<file path="src/rtl/router_output_port.sv">
// Router output port: fetches a length-prefixed packet from the packet buffer and streams it out
// with valid/ready handshaking. Define ROUTER_OUT_PARITY_EN to add the out_parity output.
module router_output_port #(
    parameter int UWIDTH = 8,
    parameter int ADDR_W = 4,
    parameter int LEN_W  = 4
) (
    input  logic              clk2,
    input  logic              rst,
    input  logic              port_en,
    input  logic [ADDR_W-1:0] port_raddr,
    output logic              port_done,
    output logic              busy,
    output logic              mem_rd_en,
    output logic [ADDR_W-1:0] mem_addr,
    input  logic [UWIDTH-1:0] mem_rdata,
    output logic [UWIDTH-1:0] out_data,
    output logic              out_valid,
    input  logic              out_ready,
`ifdef ROUTER_OUT_PARITY_EN
    output logic              out_parity,
`endif
    output logic              out_last
);

    typedef enum logic [1:0] {IDLE, FETCH, SEND, DONE} state_t;

    state_t            state, state_nxt;
    logic [ADDR_W-1:0] addr_q, addr_nxt;
    logic [LEN_W:0]    count, count_nxt;
    logic [LEN_W:0]    total, total_nxt;
    logic [LEN_W:0]    word_num, fetch_total;
    logic [UWIDTH-1:0] data_nxt;
    logic              valid_nxt, last_nxt;
    logic              xfer;

    // One extra bit so a maximal length field (all ones) plus the header word cannot wrap.
    function automatic logic [LEN_W:0] header_total(input logic [UWIDTH-1:0] hdr);
        return {1'b0, hdr[LEN_W-1:0]} + 1'b1;
    endfunction

    assign busy      = (state != IDLE);
    assign port_done = (state == DONE);

    always_comb begin
        state_nxt   = state;
        addr_nxt    = addr_q;
        count_nxt   = count;
        total_nxt   = total;
        data_nxt    = out_data;
        valid_nxt   = out_valid;
        last_nxt    = out_last;
        mem_rd_en   = 1'b0;
        mem_addr    = addr_q;
        xfer        = out_valid && out_ready;
        word_num    = count + 1'b1;
        fetch_total = (count == '0) ? header_total(mem_rdata) : total;

        case (state)
            IDLE: begin
                if (port_en) begin
                    mem_rd_en = 1'b1;
                    mem_addr  = port_raddr;
                    addr_nxt  = port_raddr;
                    count_nxt = '0;
                    state_nxt = FETCH;
                end
            end
            FETCH: begin
                data_nxt  = mem_rdata;
                valid_nxt = 1'b1;
                total_nxt = fetch_total;
                last_nxt  = (word_num == fetch_total);
                state_nxt = SEND;
            end
            SEND: begin
                if (xfer) begin
                    count_nxt = word_num;
                    valid_nxt = 1'b0;
                    last_nxt  = 1'b0;
                    if (word_num == total) begin
                        state_nxt = DONE;
                    end else begin
                        addr_nxt  = addr_q + 1'b1;
                        mem_rd_en = 1'b1;
                        mem_addr  = addr_q + 1'b1;
                        state_nxt = FETCH;
                    end
                end
            end
            DONE: begin
                state_nxt = IDLE;
            end
            default: begin
                state_nxt = IDLE;
            end
        endcase

        // Reset wins over a same-cycle request: no read may escape while rst is held.
        if (rst) begin
            mem_rd_en = 1'b0;
            mem_addr  = addr_q;
        end
    end

    always_ff @(posedge clk2) begin
        if (rst) begin
            state     <= IDLE;
            addr_q    <= '0;
            count     <= '0;
            total     <= '0;
            out_data  <= '0;
            out_valid <= 1'b0;
            out_last  <= 1'b0;
        end else begin
            state     <= state_nxt;
            addr_q    <= addr_nxt;
            count     <= count_nxt;
            total     <= total_nxt;
            out_data  <= data_nxt;
            out_valid <= valid_nxt;
            out_last  <= last_nxt;
        end
    end

`ifdef ROUTER_OUT_PARITY_EN
    function automatic logic even_parity(input logic [UWIDTH-1:0] d);
        return ^d;
    endfunction

    always_ff @(posedge clk2) begin
        if (rst) begin
            out_parity <= 1'b0;
        end else begin
            out_parity <= even_parity(data_nxt);
        end
    end
`endif

endmodule

</file>
<file path="config.mk">
export PLATFORM = sky130hd
export DESIGN_NAME = router_output_port
export DESIGN_NICKNAME = d
export VERILOG_FILES = /design/src/rtl/router_output_port.sv
export SDC_FILE = /design/constraint.sdc
export NUM_CORES = 1
export LEC_CHECK = 0
export ABC_AREA = 1
export CORE_ASPECT_RATIO = 0.6
export CORE_MARGIN = 4
export CORE_UTILIZATION = 50
export CTS_CLUSTER_DIAMETER = 200
export CTS_CLUSTER_SIZE = 30
export DETAILED_ROUTE_END_ITERATION = 6
export HOLD_SLACK_MARGIN = 0.08
export PLACE_DENSITY = 0.83
export SKIP_LAST_GASP = 1
export SLEW_MARGIN = 40
export SYNTH_ARGS = -nofsm -noshare
export SYNTH_HDL_FRONTEND = slang
export SYNTH_SLANG_ARGS = --single-unit
</file>
<file path="constraint.sdc">
create_clock -name clk2 -period 2.5 [get_ports clk2]
set_clock_uncertainty 0.05 [all_clocks]
set_input_delay 0.5 -clock clk2 [delete_from_list [all_inputs] [get_ports clk2]]
set_output_delay 0.5 -clock clk2 [all_outputs]
set_load 0.05 [all_outputs]
</file>
==> After elaboration in Yosys (flattened, before gate mapping) <==
Cells that the tools add are included.
{ "word_totals": {"regBits": 26, "latch_bits": 0, "ram_bits": 0, "rom_bits": 0, "input_bits": 16, "word_cells": 47, "memories": 0} }
{ "classes": {"add_sub_neg": 3, "multipliers": 0, "div_mod_pow": 0, "n_lt_le_gt_ge": 0, "n_eq_ne": 7, "n_shift": 0, "mux": 21, "bitwise_logic": 0, "reduce_logical": 9} }
{ "op_table": {"columns": ["operator", "n"], "rows": [
  ["4-bit two-way mux", 4],
  ["5-bit two-way mux", 3],
  ["5-bit equality test", 2],
  ["5-bit one-hot mux with 2 select lines", 1],
  ["2-bit one-hot mux with 4 select lines", 1],
  ["4-bit one-hot mux with 2 select lines", 1],
  ["2-bit two-way mux", 3],
  ["1-bit one-hot mux with 2 select lines", 3],
  ["2-bit nonzero test", 3],
  ["4-bit by 1-bit adder with 5-bit output, second input constant", 1],
  ["5-bit by 1-bit adder with 5-bit output, second input constant", 1],
  ["5-bit logical NOT", 1],
  ["1-bit two-way mux", 5],
  ["4-bit by 1-bit adder with 4-bit output, second input constant", 1],
  ["2-bit equality test, second input constant", 2],
  ["2-bit inequality test, second input constant", 2],
  ["2-bit AND reduction", 2],
  ["3-bit AND reduction", 1],
  ["2-bit by 1-bit equality test with 1-bit output, second input constant", 1],
  ["2-bit logical NOT", 1],
  ["1-bit logical AND", 1]
]} }

==> Logic depth before layout (Yosys ltp) <==
{ "depth": {"depth_word": 6, "depth_mapped": 16} }

==> Worst setup path before layout <==
Ideal clock, no wire load.
{ "synth_path": {"path_kind": "reg-to-output", "startpoint": "reg count[0]", "endpoint": "out mem_addr[0]", "arrival_ps": 2050, "setup_slack_ps": -100, "path_stages_with_launch": 15, "path_buffers": 0, "path_cell_list": "dfxtp_1 -> inv_2 -> ha_1 -> inv_1 -> nand2_1 -> nand2_1 -> nor2_1 -> nand3_1 -> nor2_2 -> nand3_4 -> nand3_1 -> nand3_1 -> nand2_1 -> nand2_1 -> o21ai_1"} }
{ "synth_via": {"elab_chain_cells": 6} }
{ "synth_rtl": {"columns": ["element", "line_no", "text"], "rows": [
  ["start, declared", "30", "logic [LEN_W:0] count, count_nxt;"],
  ["start signal, assigned", "118", "count <= count_nxt;"],
  ["5-bit by 1-bit adder with 5-bit output", "56", "word_num = count + 1'b1;"],
  ["5-bit equality test", "81", "if (word_num == total) begin"],
  ["4-bit two-way mux", "81", null],
  ["4-bit two-way mux", "77", "if (xfer) begin"],
  ["4-bit one-hot mux with 2 select lines", "59", "case (state)"],
  ["4-bit two-way mux", "100", "if (rst) begin"],
  ["end, declared", "15", "output logic [ADDR_W-1:0] mem_addr,"]
]} }
No other way between the ends.

==> Worst setup path after layout <==
{ "layout_path": {"startpoint": "reg count[0]", "endpoint": "out mem_addr[2]"} }
The elaborated chain is that of the path after synthesis.

==> results.json <==
{
  "clk_pin_slew_ns": 0.10,
  "synth_fp_nets": 254,
  "maxSlewViolCount": 0,
  "final_cells": 335,
  "setup_violations": 6,
  "status": "complete, but fails checks",
  "drv_cap": 0,
  "cts_tree": "built",
  "syn2layout_area_growth_pct": 51.1,
  "drt_iter0_drc": 178,
  "yosysUniqueCellTypes": 26,
  "routedWlPerCell_um": 12.8,
  "grt_pass1_wl_um": 6810,
  "antenna_found_initial": 0,
  "setup.worst_path.start_class": "flop",
  "min_period_ns": 2.75,
  "die-area_mm2": 0.00395,
  "p_leak_uw": 0.00106,
  "p_per_area_mw_per_mm2": 519,
  "power_frac_clock_pct": 30.1,
  "die_h_um": 50.3,
  "routed_wirelength_um": 4280,
  "coreArea_mm2": 0.00287,
  "min_path_type": "reg -> reg",
  "power_frac_comb_pct": 30.7,
  "seq_power_share_pct": 39.2,
  "synthesis.area_mm2": 0.00149,
  "via_count": 1650,
  "fin_crit_sh_pct": 110,
  "fillerInstances": 207,
  "drc_errors": 0,
  "crit_path_end_kind": "output port",
  "hold_violations": 0,
  "dp_cells": 315,
  "ys_ff_latch": 26,
  "htree_levels": 1,
  "layout-drive-gt1-share_pct": 23.5,
  "pre_cts_ws_ns": -0.0336,
  "avgSynthCellArea_um2": 6.38,
  "rows": 15,
  "netlist_instances": 234,
  "track_usage_pct": 21.8,
  "place_congestion": 0.917,
  "switching_share_pct": 31.4,
  "vdd_ir_drop_max_mv": 0.493,
  "cts_max_path_buffers": 2,
  "numCtsBuffers": 3,
  "worstPathRequired_ns": 1.95,
  "violations": "setup timing",
  "grt_pass1_vias": 1455,
  "crit_fanout": 8,
  "synth_seq_area_share_pct": 34.8,
  "ys_warn_count": 0,
  "start_util_pct": 52.0,
  "grt_max_degree": 19,
  "slew_headroom_pct": 64.8,
  "critPathKind": "reg -> out",
  "grt_overflow": 0,
  "p_int_uw": 803,
  "final_common_cell": "nand2_1",
  "cts_root_buffer": "clkbuf_8",
  "path_cells": "inv_4 > ha_4 > inv_4 > nand2_2 > nand2_2 > nor2_2 > nand3_2 > nor2_4 > nand3_4 > nand3_2 > nand2_1 > nand2_1 > nand2_1 > nand2_1 > nand2_2 > nand2_2 > buf_12",
  "clock_sinks": 26,
  "cpPeakStageDelay_ns": 0.39,
  "rsz0062_at_grt": "yes",
  "diodes": 0,
  "fmax_ghz": 0.364,
  "cts_hold_buffers": 0,
  "worst_pin_slew_ns": 0.526,
  "layout.nets": 314,
  "slowest_stage": "dfxtp_4",
  "antenna_left": 0,
  "vias_per_cell": 4.93,
  "power_switching_uw": 368,
  "ios": 33,
  "final_cell_mix": "nand2_1 (59), inv_1 (30), buf_4 (29)",
  "clk_latency_ns": 0.27,
  "finalPower_uw": 1170,
  "die_x_um": 78.6,
  "dp_hpwl_um": 2890,
  "firstDrtPassIters": 4,
  "crit_arrival_ns": 2.20,
  "port_buffers": 32,
  "worst_slack_ns": -0.247
}
## Yosys cell counts, drive strengths merged
master	number	area share, %
a22oi	3	1.5
a211oi	1	0.50
a21oi	12	4.0
inv	37	9.3
o211ai	1	0.50
clkinv	1	0.33
clkbuf	4	1.0
buf	2	1.0
nand2	68	17
dfxtp	26	35
nor2	27	7.6
nand3b	1	0.50
nand4	6	2.5
ha	4	3.4
nor3	3	1.0
nand3	17	7.2
o21ai	20	7.0
xor2	1	0.59
## layer usage
metal  track usage, %  vias up  part of all wire [%]
li1                 -      861                     -
met1             30.8      740                    49
met2             33.4       47                    44
met3             6.63        2                   6.9
met4             3.20        0                  0.33
met5                0        -                     0
## layout make-up
| class | instances | area [µm²] | share of cell area [%] |
|---|---|---|---|
| Clock buffer | 3 | 41.3 | 1.83 |
| Clock inverter | 1 | 30.0 | 1.33 |
| Inverter | 38 | 151 | 6.71 |
| Multi-Input combinational cell | 164 | 866 | 38.4 |
| Sequential cell | 26 | 528 | 23.4 |
| Tap cell | 42 | 52.6 | 2.33 |
| Timing Repair Buffer | 61 | 588 | 26.1 |
## per-stage QoR
| stage | TNS (ns) | hold slack (ns) | area [µm²] | util, % |
|---|---|---|---|---|
| final | -1.24 | 0.437 | 2260 | 78.6 |
| after global routing | -1.96 | 0.468 | 2260 | 78.6 |
| after CTS | -1.61 | 0.441 | 2170 | 75.6 |
| after detailed placement | -0.0358 | 0.424 | 1990 | 69.2 |
| after global placement | 0 | 0.413 | 1990 | 69.2 |
| after floorplan | 0 | 0.403 | 1500 | - |
## final timing paths
| check | startpoint | to | slack [ns] | cells past startpoint |
|---|---|---|---|---|
| worst min register to register | out_data[0] | out_data[0] | 0.44 | 2 |
| worst min-delay path | out_data[0] | out_data[0] | 0.44 | 2 |
| worst max register to register | count[0] | addr_q[1] | -0.19 | 21 |
| worst max-delay path | count[0] | mem_addr[2] | -0.25 | 17 |
## flip-flops by register name, summed over array words and instances (netlist names)
register,cells
state,2
addr_q,4
out_last,1
total,5
count,5
out_data,8
out_valid,1
## power groups by stage
stage | registers, µW | clock network [µW] | logic [µW]
4_1_cts | 460 | 358 | 347
5_1_grt | 463 | 373 | 386
3_5_place_dp | 469 | 0 | 326
6_report | 459 | 352 | 360
3_3_place_gp | 468 | 0 | 324
2_1_floorplan | 508 | 0 | 153
## critical path: cells and delay by family (launching register included)
kind	cells	cell delay, ns
flops	1	0.39
simple gates	13	1.03
fa+ha+maj	1	0.28
buf+inv	3	0.21
## kinds of logic (layout without fill, tap and decap cells)
family          Yosys count  count (layout)  synth area share, %
simple gates            122             122                 36.1
buf+inv                  44             103                 11.6
compound gates           37              37                 13.5
flops                    26              26                 34.8
fa+ha+maj                 4               4                 3.35
xor+xnor                  1               1                0.586
## what timing repair did
item,CTS,global route
endpoints found under the setup margin,5,6
pin swaps,12,12
gates resized for setup,9,16
setup buffers,12,4
No activity file was read; power rests on OpenSTA's default activity.
==> patch, RTL diff (config.mk and constraints unchanged) <==
Build with the macro `ROUTER_OUT_PARITY_EN` defined.
--- a/src/rtl/router_output_port.sv
+++ b/src/rtl/router_output_port.sv
@@ -2,2 +2,4 @@
 // with valid/ready handshaking. Define ROUTER_OUT_PARITY_EN to add the out_parity output.
+`define ROUTER_OUT_PARITY_EN
+
 module router_output_port #(
Formal check against the unedited RTL (old outputs only; new: out_parity): equivalent (Yosys induction, for registers that start in step).
==> patch against the original RTL <==
  * The run still ends with setup timing left
  * Total power rose by 1.0%
  * Clock power fell by 30%
  * Synthesized area rose by 7.6%
  * Design area rose by 3.0%
  * Setup slack improved by 7.7 ps
  * Count of clock-buffer cells in the layout did not move
  * Routed wire length rose by 11%
  * Sequential cell count rose by 1
  * Non-clock buffer count fell by 5
  * Largest power group unchanged
==> patch: results (changes against the original RTL) <==
Timing
  – Count of final setup violators: 5 (was 6)
  – Relative slew slack: 65.92% (was 64.80%)
  – Fin worst setup slack: -239.4 ps (was -247.1 ps)

Power and ir drop
  – Maximum ir drop on the vdd rail: 0.0002997 V (was 0.0004927 V)
  – Leak pwr: 1.068 nW (was 1.065 nW)

Global route
  – Via count of the first global-routing pass: 1,579 (was 1,455)
  – Total routing resource utilization after global routing: 22.28% (was 21.82%)
  – First-pass GRT wire length: 7238 µm (was 6810 µm)
  – Largest net degree at the start of global routing: 23 (was 19)
  – Antenna violations before repair: 0 (unchanged)

Worst setup path
  – Critical R2R Launch: count[0]$_SDFFE_PP0P_ (unchanged)
  – Library cell contributing the largest single delay on the critical path: sky130_fd_sc_hd__dfxtp_2 (was sky130_fd_sc_hd__dfxtp_4)
  – Slack of the worst reg-to-reg path: 430 ps (was -190 ps)
  – Worst path max stage delay: 340 ps (was 390 ps)
  – End point of the critical path: mem_addr[1] (was mem_addr[2])
  – Number of cell instances on the worst register-to-register path: 16 (was 21)

Drt
  – Vias after detailed routing: 1,794 (was 1,650)
  – Iter 0 DRT Violations: 110 (was 178)
  – Vias per cell: 5.276 (was 4.925)
  – Routed wire length per instance: 13.91 µm (was 12.77 µm)

Logic synthesis
  – Count of cell types in the netlist: 25 (was 26)
  – Commonest cells post-synth: sky130_fd_sc_hd__nand2_1 (65), sky130_fd_sc_hd__inv_1 (38), sky130_fd_sc_hd__dfxtp_1 (27) (was sky130_fd_sc_hd__nand2_1 (67), sky130_fd_sc_hd__inv_1 (32), sky130_fd_sc_hd__dfxtp_1 (26))
  – Syn nets: 265 (was 254)
  – Cell types with the largest area share after synthesis: sky130_fd_sc_hd__dfxtp_1 (34%), sky130_fd_sc_hd__nand2_1 (15%), sky130_fd_sc_hd__inv_1 (8.9%), sky130_fd_sc_hd__nor2_1 (5.4%), sky130_fd_sc_hd__o21ai_0 (4.7%) (was sky130_fd_sc_hd__dfxtp_1 (35%), sky130_fd_sc_hd__nand2_1 (17%), sky130_fd_sc_hd__inv_1 (8.0%), sky130_fd_sc_hd__nor2_1 (6.0%), sky130_fd_sc_hd__o21ai_0 (5.0%))
  – Proportion of synthesized chip area in sequential cells: 33.62% (was 34.84%)
  – Cells after synthesis: 245 (was 234)

Placement
  – Hpwl dp: 3128 µm (was 2892 µm)
  – Worst setup slack before clock tree synthesis: -61.23 ps (was -33.57 ps)
  – # port buffers: 33 (was 32)
  – Final Wtd Congestion: 0.9237 (was 0.9171)
  – Cell total after placement: 329 (was 315)
  – Cell Area, Placed: 2100 µm² (was 1988 µm²)

Min path
  – Hold Crit Start: out_last$_SDFFE_PP0P_ (was out_data[0]$_SDFFE_PP0P_)
  – Hold Crit Endpoint: out_last$_SDFFE_PP0P_ (was out_data[0]$_SDFFE_PP0P_)

Layout
  – Ratio of cells with drive above 1 in the final layout: 22.48% (was 23.55%)
  – Number of nets in the layout: 319 (was 314)

Run status
  – Result of the run: finished with violations (unchanged)
  – Failing checks: setup timing (unchanged)
==> patch: changes by cell type in the layout (fill, tap and decap cells not counted), sizes merged, moves of 2 or more <==
cell	delta
or2	+8
nor2	-4
buf	-6
nand3	-2
xnor2	+4
xor2	+4
nand2	-2
inv	+3
==> patch: cell type report <==
cell class | instances | area (µm²)
clock buffers | 3 | 41.29
clock inverters | 1 | 5.005
multi-input cells | 171 | 987.2
repair buffers | 56 | 546.8
fillers | 222 | 639.4
well taps | 42 | 52.55
inverters | 40 | 150.1
flip-flops and latches | 27 | 543.0
==> patch: stage by stage <==
stage	util (%)	hold WS, ps	setup TNS, ps
2_1_floorplan	-	403.8	-111.6
3_3_place_gp	70.80	417.0	0
3_5_place_dp	70.80	432.2	-148.3
4_1_cts	75.11	446.8	-1028
5_1_grt	78.44	475.7	-1577
6_report	78.44	440.8	-998.7
==> patch: logic make-up after synthesis <==
logic type | count (synthesis) | share of synthesized area, %
buf+inv | 47 | 11.98
fa+ha+maj | 4 | 3.113
xor+xnor | 9 | 4.902
simple gates | 121 | 32.76
flops | 27 | 33.62
compound gates | 37 | 13.62
==> patch: power by group <==
part / switching (W) / total, W / internal [W]
Sequential: 0.0000225 / 0.000486 / 0.000463
Combinational: 0.000271 / 0.000450 / 0.000179
Clock: 0.000136 / 0.000247 / 0.000112
Total: 0.000429 / 0.00118 / 0.000754
==> patch: layer usage <==
layer  vias to the layer above  track usage, %  share of wire, %
met2                        85           35.01                46
met1                       824           30.37                43
li1                        877               -                 -
met5                         -               0                 0
met3                         8           5.882               9.6
met4                         0           5.337               1.3
==> patch: repair_timing <==
item	in CTS	in global routing
pin swaps	9	12
hold buffers	0	0
endpoints found under the hold margin	0	0
setup buffers	5	2
gates resized for setup	14	21
endpoints found under the setup margin	5	5
